`src/rtl/regfile_cmd_driver_if.sv`:
```
// regfile_cmd_driver_if
//   Command / response channel bundle for regfile_cmd_driver.
//   Command channel (valid/ready): cmd_valid, cmd_ready, cmd_op[1:0], cmd_data[14:0]
//   Response channel (valid/ready): rsp_valid, rsp_ready, rsp_data[31:0]
//   master: the command source (UART/ROM sequencer, testbench)
//   slave : the driver itself
interface regfile_cmd_driver_if;
    logic        cmd_valid;
    logic        cmd_ready;
    logic [1:0]  cmd_op;
    logic [14:0] cmd_data;
    logic        rsp_valid;
    logic        rsp_ready;
    logic [31:0] rsp_data;

    modport master (
        output cmd_valid, cmd_op, cmd_data, rsp_ready,
        input  cmd_ready, rsp_valid, rsp_data
    );

    modport slave (
        input  cmd_valid, cmd_op, cmd_data, rsp_ready,
        output cmd_ready, rsp_valid, rsp_data
    );
endinterface

```
`src/rtl/regfile_cmd_driver.sv`:
```
// regfile_cmd_driver
//   Turns abstract register-file commands into the timed switch/button
//   sequences expected by regfile_top, and reads a 32-bit register back by
//   sampling both halves of the LED display.
// Ports:
//   clk, rst_n   clock, synchronous active-low reset
//   bus          command/response channels (slave side)
//   sw[15:0]     switch drive to regfile_top
//   btnl         address-load button
//   btnc         execute/write button
//   btnd         upper-half display select
//   btnu         register-file reset button
//   led[15:0]    LED output of regfile_top
//   busy         high whenever the driver is not idle
// Optional feature: define REGFILE_CMD_DRIVER_RESET_EN to pulse btnu for one
//   cycle after reset release, followed by a GAP_CYCLES settle period.
module regfile_cmd_driver #(
    parameter int SETUP_CYCLES  = 2,
    parameter int PRESS_CYCLES  = 4,
    parameter int GAP_CYCLES    = 10,
    parameter int SAMPLE_CYCLES = 4
) (
    input  logic                        clk,
    input  logic                        rst_n,
    regfile_cmd_driver_if.slave         bus,
    output logic [15:0]                 sw,
    output logic                        btnl,
    output logic                        btnc,
    output logic                        btnd,
    output logic                        btnu,
    input  logic [15:0]                 led,
    output logic                        busy
);

    // Zero-length phases are stretched to one cycle so every state is visible.
    localparam int SETUP_EFF  = (SETUP_CYCLES  < 1) ? 1 : SETUP_CYCLES;
    localparam int PRESS_EFF  = (PRESS_CYCLES  < 1) ? 1 : PRESS_CYCLES;
    localparam int GAP_EFF    = (GAP_CYCLES    < 1) ? 1 : GAP_CYCLES;
    localparam int SAMPLE_EFF = (SAMPLE_CYCLES < 1) ? 1 : SAMPLE_CYCLES;

    localparam logic [15:0] SETUP_LD  = 16'(SETUP_EFF - 1);
    localparam logic [15:0] PRESS_LD  = 16'(PRESS_EFF - 1);
    localparam logic [15:0] GAP_LD    = 16'(GAP_EFF - 1);
    localparam logic [15:0] SAMPLE_LD = 16'(SAMPLE_EFF - 1);

    localparam logic [1:0] OP_SET_ADDR  = 2'd0;
    localparam logic [1:0] OP_WRITE_IMM = 2'd1;
    localparam logic [1:0] OP_ALU       = 2'd2;
    localparam logic [1:0] OP_READ      = 2'd3;

    typedef enum logic [3:0] {
        IDLE,
        SETUP,
        PRESS,
        GAP,
        READ_LO,
        READ_HI,
`ifdef REGFILE_CMD_DRIVER_RESET_EN
        RST_PULSE,
        RST_WAIT,
`endif
        RESP
    } state_t;

    state_t      state;
    state_t      next_state;
    logic [15:0] cnt;
    logic [15:0] cnt_d;
    logic [1:0]  op;
    logic        accept;
    logic        capture_lo;
    logic        capture_hi;

    assign bus.cmd_ready = (state == IDLE);
    assign bus.rsp_valid = (state == RESP);
    assign busy          = (state != IDLE);

    // Next-state and phase-timer logic. The counter is reloaded with the
    // duration of the state being entered and counts down to zero.
    always_comb begin
        next_state = state;
        cnt_d      = (cnt == 16'd0) ? 16'd0 : cnt - 16'd1;
        accept     = 1'b0;
        capture_lo = 1'b0;
        capture_hi = 1'b0;
        case (state)
            IDLE: begin
                if (bus.cmd_valid) begin
                    accept = 1'b1;
                    if (bus.cmd_op == OP_READ) begin
                        next_state = READ_LO;
                        cnt_d      = SAMPLE_LD;
                    end else begin
                        next_state = SETUP;
                        cnt_d      = SETUP_LD;
                    end
                end
            end
            SETUP: if (cnt == 16'd0) begin
                next_state = PRESS;
                cnt_d      = PRESS_LD;
            end
            PRESS: if (cnt == 16'd0) begin
                next_state = GAP;
                cnt_d      = GAP_LD;
            end
            GAP: if (cnt == 16'd0) next_state = IDLE;
            READ_LO: if (cnt == 16'd0) begin
                capture_lo = 1'b1;
                next_state = READ_HI;
                cnt_d      = SAMPLE_LD;
            end
            READ_HI: if (cnt == 16'd0) begin
                capture_hi = 1'b1;
                next_state = RESP;
            end
            RESP: if (bus.rsp_ready) next_state = IDLE;
`ifdef REGFILE_CMD_DRIVER_RESET_EN
            RST_PULSE: begin
                next_state = RST_WAIT;
                cnt_d      = GAP_LD;
            end
            RST_WAIT: if (cnt == 16'd0) next_state = IDLE;
`endif
            default: next_state = IDLE;
        endcase
    end

    // Buttons are decoded from next_state so they are clean registered
    // outputs aligned exactly with the PRESS / READ_HI windows.
    always_ff @(posedge clk) begin
        if (!rst_n) begin
`ifdef REGFILE_CMD_DRIVER_RESET_EN
            state <= RST_PULSE;
`else
            state <= IDLE;
`endif
            cnt          <= 16'd0;
            sw           <= 16'd0;
            btnl         <= 1'b0;
            btnc         <= 1'b0;
            btnd         <= 1'b0;
            bus.rsp_data <= 32'd0;
        end else begin
            state <= next_state;
            cnt   <= cnt_d;
            btnl  <= (next_state == PRESS) && (op == OP_SET_ADDR);
            btnc  <= (next_state == PRESS) && (op != OP_SET_ADDR);
            btnd  <= (next_state == READ_HI);
            if (accept) begin
                case (bus.cmd_op)
                    OP_SET_ADDR:  sw <= {1'b0, bus.cmd_data};
                    OP_WRITE_IMM: sw <= {1'b1, bus.cmd_data};
                    OP_ALU:       sw <= {12'd0, bus.cmd_data[3:0]};
                    default:      sw <= sw;
                endcase
            end
            if (capture_lo) bus.rsp_data[15:0]  <= led;
            if (capture_hi) bus.rsp_data[31:16] <= led;
        end
    end

    // Latched command opcode; only consulted after an accept, so no reset.
    always_ff @(posedge clk) begin
        if (accept) op <= bus.cmd_op;
    end

`ifdef REGFILE_CMD_DRIVER_RESET_EN
    // btnu is high while reset is applied and for the single RST_PULSE
    // cycle that follows release; a mid-sequence reset restarts it.
    always_ff @(posedge clk) begin
        if (!rst_n) btnu <= 1'b1;
        else        btnu <= 1'b0;
    end
`else
    assign btnu = 1'b0;
`endif

endmodule

```
`src/flat_wrapper.sv`:
```
// flat-port wrapper written by rule: the top's interface ports become plain ports
module regfile_cmd_driver_flat 
#(
    parameter int SETUP_CYCLES  = 2,
    parameter int PRESS_CYCLES  = 4,
    parameter int GAP_CYCLES    = 10,
    parameter int SAMPLE_CYCLES = 4
)
  (clk, rst_n, sw, btnl, btnc, btnd, btnu, led, busy, bus_cmd_valid, bus_cmd_op, bus_cmd_data, bus_rsp_ready, bus_cmd_ready, bus_rsp_valid, bus_rsp_data);
  regfile_cmd_driver_if bus_i ();
  input  logic clk;
  input  logic rst_n;
  output logic [15:0] sw;
  output logic btnl;
  output logic btnc;
  output logic btnd;
  output logic btnu;
  input  logic [15:0] led;
  output logic busy;
  input wire logic [$bits(bus_i.cmd_valid)-1:0] bus_cmd_valid;
  input wire logic [$bits(bus_i.cmd_op)-1:0] bus_cmd_op;
  input wire logic [$bits(bus_i.cmd_data)-1:0] bus_cmd_data;
  input wire logic [$bits(bus_i.rsp_ready)-1:0] bus_rsp_ready;
  output wire logic [$bits(bus_i.cmd_ready)-1:0] bus_cmd_ready;
  output wire logic [$bits(bus_i.rsp_valid)-1:0] bus_rsp_valid;
  output wire logic [$bits(bus_i.rsp_data)-1:0] bus_rsp_data;
  assign bus_i.cmd_valid = bus_cmd_valid;
  assign bus_i.cmd_op = bus_cmd_op;
  assign bus_i.cmd_data = bus_cmd_data;
  assign bus_i.rsp_ready = bus_rsp_ready;
  assign bus_cmd_ready = bus_i.cmd_ready;
  assign bus_rsp_valid = bus_i.rsp_valid;
  assign bus_rsp_data = bus_i.rsp_data;
  regfile_cmd_driver #(.SETUP_CYCLES(SETUP_CYCLES), .PRESS_CYCLES(PRESS_CYCLES), .GAP_CYCLES(GAP_CYCLES), .SAMPLE_CYCLES(SAMPLE_CYCLES)) u_core (.clk(clk), .rst_n(rst_n), .bus(bus_i), .sw(sw), .btnl(btnl), .btnc(btnc), .btnd(btnd), .btnu(btnu), .led(led), .busy(busy));
endmodule
```
`config.mk`:
```
export PLATFORM = sky130hd
export DESIGN_NAME = regfile_cmd_driver_flat
export DESIGN_NICKNAME = d
export VERILOG_FILES = /design/src/rtl/regfile_cmd_driver_if.sv /design/src/rtl/regfile_cmd_driver.sv /design/src/flat_wrapper.sv
export SDC_FILE = /design/constraint.sdc
export NUM_CORES = 1
export LEC_CHECK = 0
export ABC_CLOCK_PERIOD_IN_PS = 2600
export CAP_MARGIN = 20
export CORE_MARGIN = 2
export CORE_UTILIZATION = 25
export CTS_CLUSTER_DIAMETER = 150
export DETAILED_ROUTE_END_ITERATION = 16
export GPL_TIMING_DRIVEN = 0
export MAX_ROUTING_LAYER = met4
export PLACE_DENSITY = 0.51
export SYNTH_ARGS = -nofsm -noshare
export SYNTH_HDL_FRONTEND = slang
export SYNTH_SLANG_ARGS = --single-unit
```
`constraint.sdc`:
```
create_clock -name clk -period 2.6 [get_ports clk]
set_input_delay 0.65 -clock clk [delete_from_list [all_inputs] [get_ports clk]]
set_output_delay 0.65 -clock clk [all_outputs]
set_load 0.01 [all_outputs]
```
==> flow_summary.json <==
{
  "status": "finished clean",
  "via_per_inst": 4.48,
  "gp_congestion": 0.720,
  "p_sw_uw": 1220,
  "design.die.area_um2": 13200,
  "hpwl_um": 5690,
  "grt_pass1_wl_um": 13100,
  "async_flop_share_pct": 0,
  "final_antenna_net_count": 0,
  "clk_latency_ns": 0.33,
  "period_needed_ns": 2.47,
  "overflow": 0,
  "max_slew_margin_pct": 63.1,
  "fillers": 1231,
  "synthCells": 336,
  "drv_slew": 0,
  "die_w_um": 115,
  "drive_gt1_share_pct": 10.5,
  "synth_cell_types": 44,
  "seqPwrFrac_pct": 35.6,
  "area_growth_pct": 47.9,
  "ys_ff_latch": 73,
  "crit_path_end_kind": "flop",
  "skew_ns": 0.0115,
  "start_util_pct": 25.5,
  "crit_type": "flop to flop",
  "arrival_ns": 2.69,
  "antenna_found_initial": 0,
  "tightest_slew_ns": 0.553,
  "wl_per_cell_um": 13.5,
  "clock-sinks": 73,
  "synth_warnings": 0,
  "p_clk_share_pct": 31.1,
  "p_int_uw": 2670,
  "drt_wl_total_um": 8010,
  "grt_pass1_vias": 2610,
  "vdd_ir_drop_max_v": 0.000345,
  "cts_htree_levels": 3,
  "fin_crit_sh_pct": 95.1,
  "io_buffers": 89,
  "drt_iter0_drc": 69,
  "cts_tree": "yes",
  "diodes": 0,
  "crit_path_max_fanout": 10,
  "io_pins": 92,
  "via_count": 2666,
  "pwr-share-comb_pct": 33.2,
  "grtUsageTotal_pct": 13.0,
  "maxCapViolCount": 0,
  "root_buffer": "clkbuf_16",
  "hold_viol": 0,
  "ys.flop_type": "dfxtp_1",
  "total_power_uw": 3900,
  "drc": 0,
  "ys_seq_area_share_pct": 48.3,
  "avgSynthCellArea_um2": 9.13,
  "core_um2": 12000,
  "cts.clk_slew.worst_paths_ns": 0.06,
  "die_h_um": 115,
  "setup_violations": 0,
  "core.rowCount": 40,
  "required_ns": 2.81,
  "hp-class": "flop to flop",
  "clockBufferDepth": 2,
  "swShare_pct": 31.4,
  "crit_path_start_kind": "flop",
  "grt_max_degree": 14,
  "max_freq_mhz": 404,
  "numCtsBuffers": 9,
  "syn-cell-area_um2": 3070,
  "synth-edff-count": 2,
  "finalNetCount": 485,
  "dr.pass1.iters": 4,
  "pwr_density_cell_nw_per_um2": 859,
  "cellLeakagePower_uw": 0.00173,
  "whs_ns": 0.459
}
-- final timing paths --
kind,from,endpoint,slack (ns),cells past startpoint
hold / removal,u_core.sw[6]$_SDFFE_PN0P_,u_core.sw[6]$_SDFFE_PN0P_,0.46,2
setup reg to reg,u_core.cnt[9]$_SDFF_PN0_,u_core.bus.rsp_data[13]$_SDFFE_PN0P_,0.13,9
hold reg to reg,u_core.sw[6]$_SDFFE_PN0P_,u_core.sw[6]$_SDFFE_PN0P_,0.46,2
setup / recovery,u_core.cnt[9]$_SDFF_PN0_,u_core.bus.rsp_data[13]$_SDFFE_PN0P_,0.13,9
-- critical path, stage by stage (launching register included) --
cell,delay (ns)
dfxtp_1,0.35
or4_4,0.56
or3_1,0.30
buf_2,0.18
nor3_4,0.20
buf_4,0.16
nand3_4,0.16
buf_6,0.21
mux2i_1,0.16
nor2b_1,0.06
-- cell usage in the layout, fill, tap and decap left out, types with 4 or more instances in the layout --
cell type         n
a21boi_0         31
a21oi_1           8
buf_2             5
buf_4             8
clkbuf_1         10
clkbuf_16         9
clkdlybuf4s50_1  89
dfxtp_1          70
ha_1              5
inv_1             6
mux2i_1          17
nand2_1          60
nand3_1          13
nand3b_1          4
nor2_1           19
nor2b_1          17
nor3_1            4
o21ai_0           6
xnor2_1           9
xor2_1            4
-- per-layer routing --
metal  global-route usage [%]  share of wire (%)
met4                     3.61               0.76
met2                     20.2                 46
met5                        -                  0
met3                     3.53                4.9
met1                     16.7                 48
-- state kept, by name (all words and copies together), names as in the netlist --
signal,cells
u_core.bus.rsp_data,32
u_core.cnt,16
u_core.sw,16
u_core.state,4
u_core.op,2
u_core.btnc,1
u_core.btnd,1
u_core.btnl,1
-- through the flow --
step	cells	utilization [%]	setup TNS [ns]	setup slack [ns]	cell area (µm²)
after floorplan	337	-	0	0.264	3070
after global placement	573	34.5	-6.51	-0.253	4150
after detailed placement	573	34.5	-7.17	-0.285	4150
after CTS	591	37.2	0	0.00370	4470
after global routing	595	37.8	-0.00389	-0.00389	4530
final	595	37.8	0	0.126	4530
-- power by group through the flow --
stage	clock network [µW]	registers, µW	logic (µW)
final	1210	1390	1290
after global routing	1300	1410	1430
after CTS	1260	1390	1150
after detailed placement	0	1410	1080
after global placement	0	1400	1060
after floorplan	0	1390	834
-- timing repair --
item	CTS	global route
resized for setup	4	9
endpoints found under the setup margin	54	37
setup buffers	3	5
gates cloned	0	0
hold buffers	0	0
pin swaps	1	2
-- area by class of cell --
class,count,area [µm²],area share (%)
buffer,19,91.3,2.01
clock buffer,9,225,4.97
clock inverter,7,67.6,1.49
inverter,6,22.5,0.497
multi-input combinational,237,1510,33.2
sequential,73,1480,32.7
tap,147,184,4.06
timing repair buffer,97,955,21.1
-- synth_stat cells, drive strengths merged, types with 2 or more instances --
master | instances | area (µm²)
a21boi | 32 | 240
a21oi | 8 | 40.0
and3b | 2 | 17.5
buf | 7 | 40.0
clkbuf | 14 | 52.6
dfxtp | 71 | 1420
edfxtp | 2 | 60.1
ha | 5 | 62.6
inv | 6 | 22.5
mux2i | 17 | 170
nand2 | 60 | 225
nand2b | 2 | 12.5
nand3 | 14 | 82.6
nand3b | 4 | 30.0
nor2 | 20 | 75.1
nor2b | 18 | 113
nor3 | 6 | 46.3
nor3b | 2 | 15.0
nor4 | 4 | 25.0
o21ai | 6 | 30.0
o31ai | 2 | 15.0
or2 | 3 | 18.8
or3 | 4 | 25.0
xnor2 | 9 | 78.8
xor2 | 4 | 35.0
-- logic make-up after synthesis --
group,count (synthesis),synth area share (%)
AOI/OAI and AO/OA,55,12.5
xor gates and xnor gates,13,3.71
adders and majority gates,6,2.37
buffers and inverters,27,3.75
DFF,73,48.3
muxes,17,5.55
other,1,0.122
and+or+nand+nor,144,23.7
Note: power is estimated with default switching activity, not from simulation.
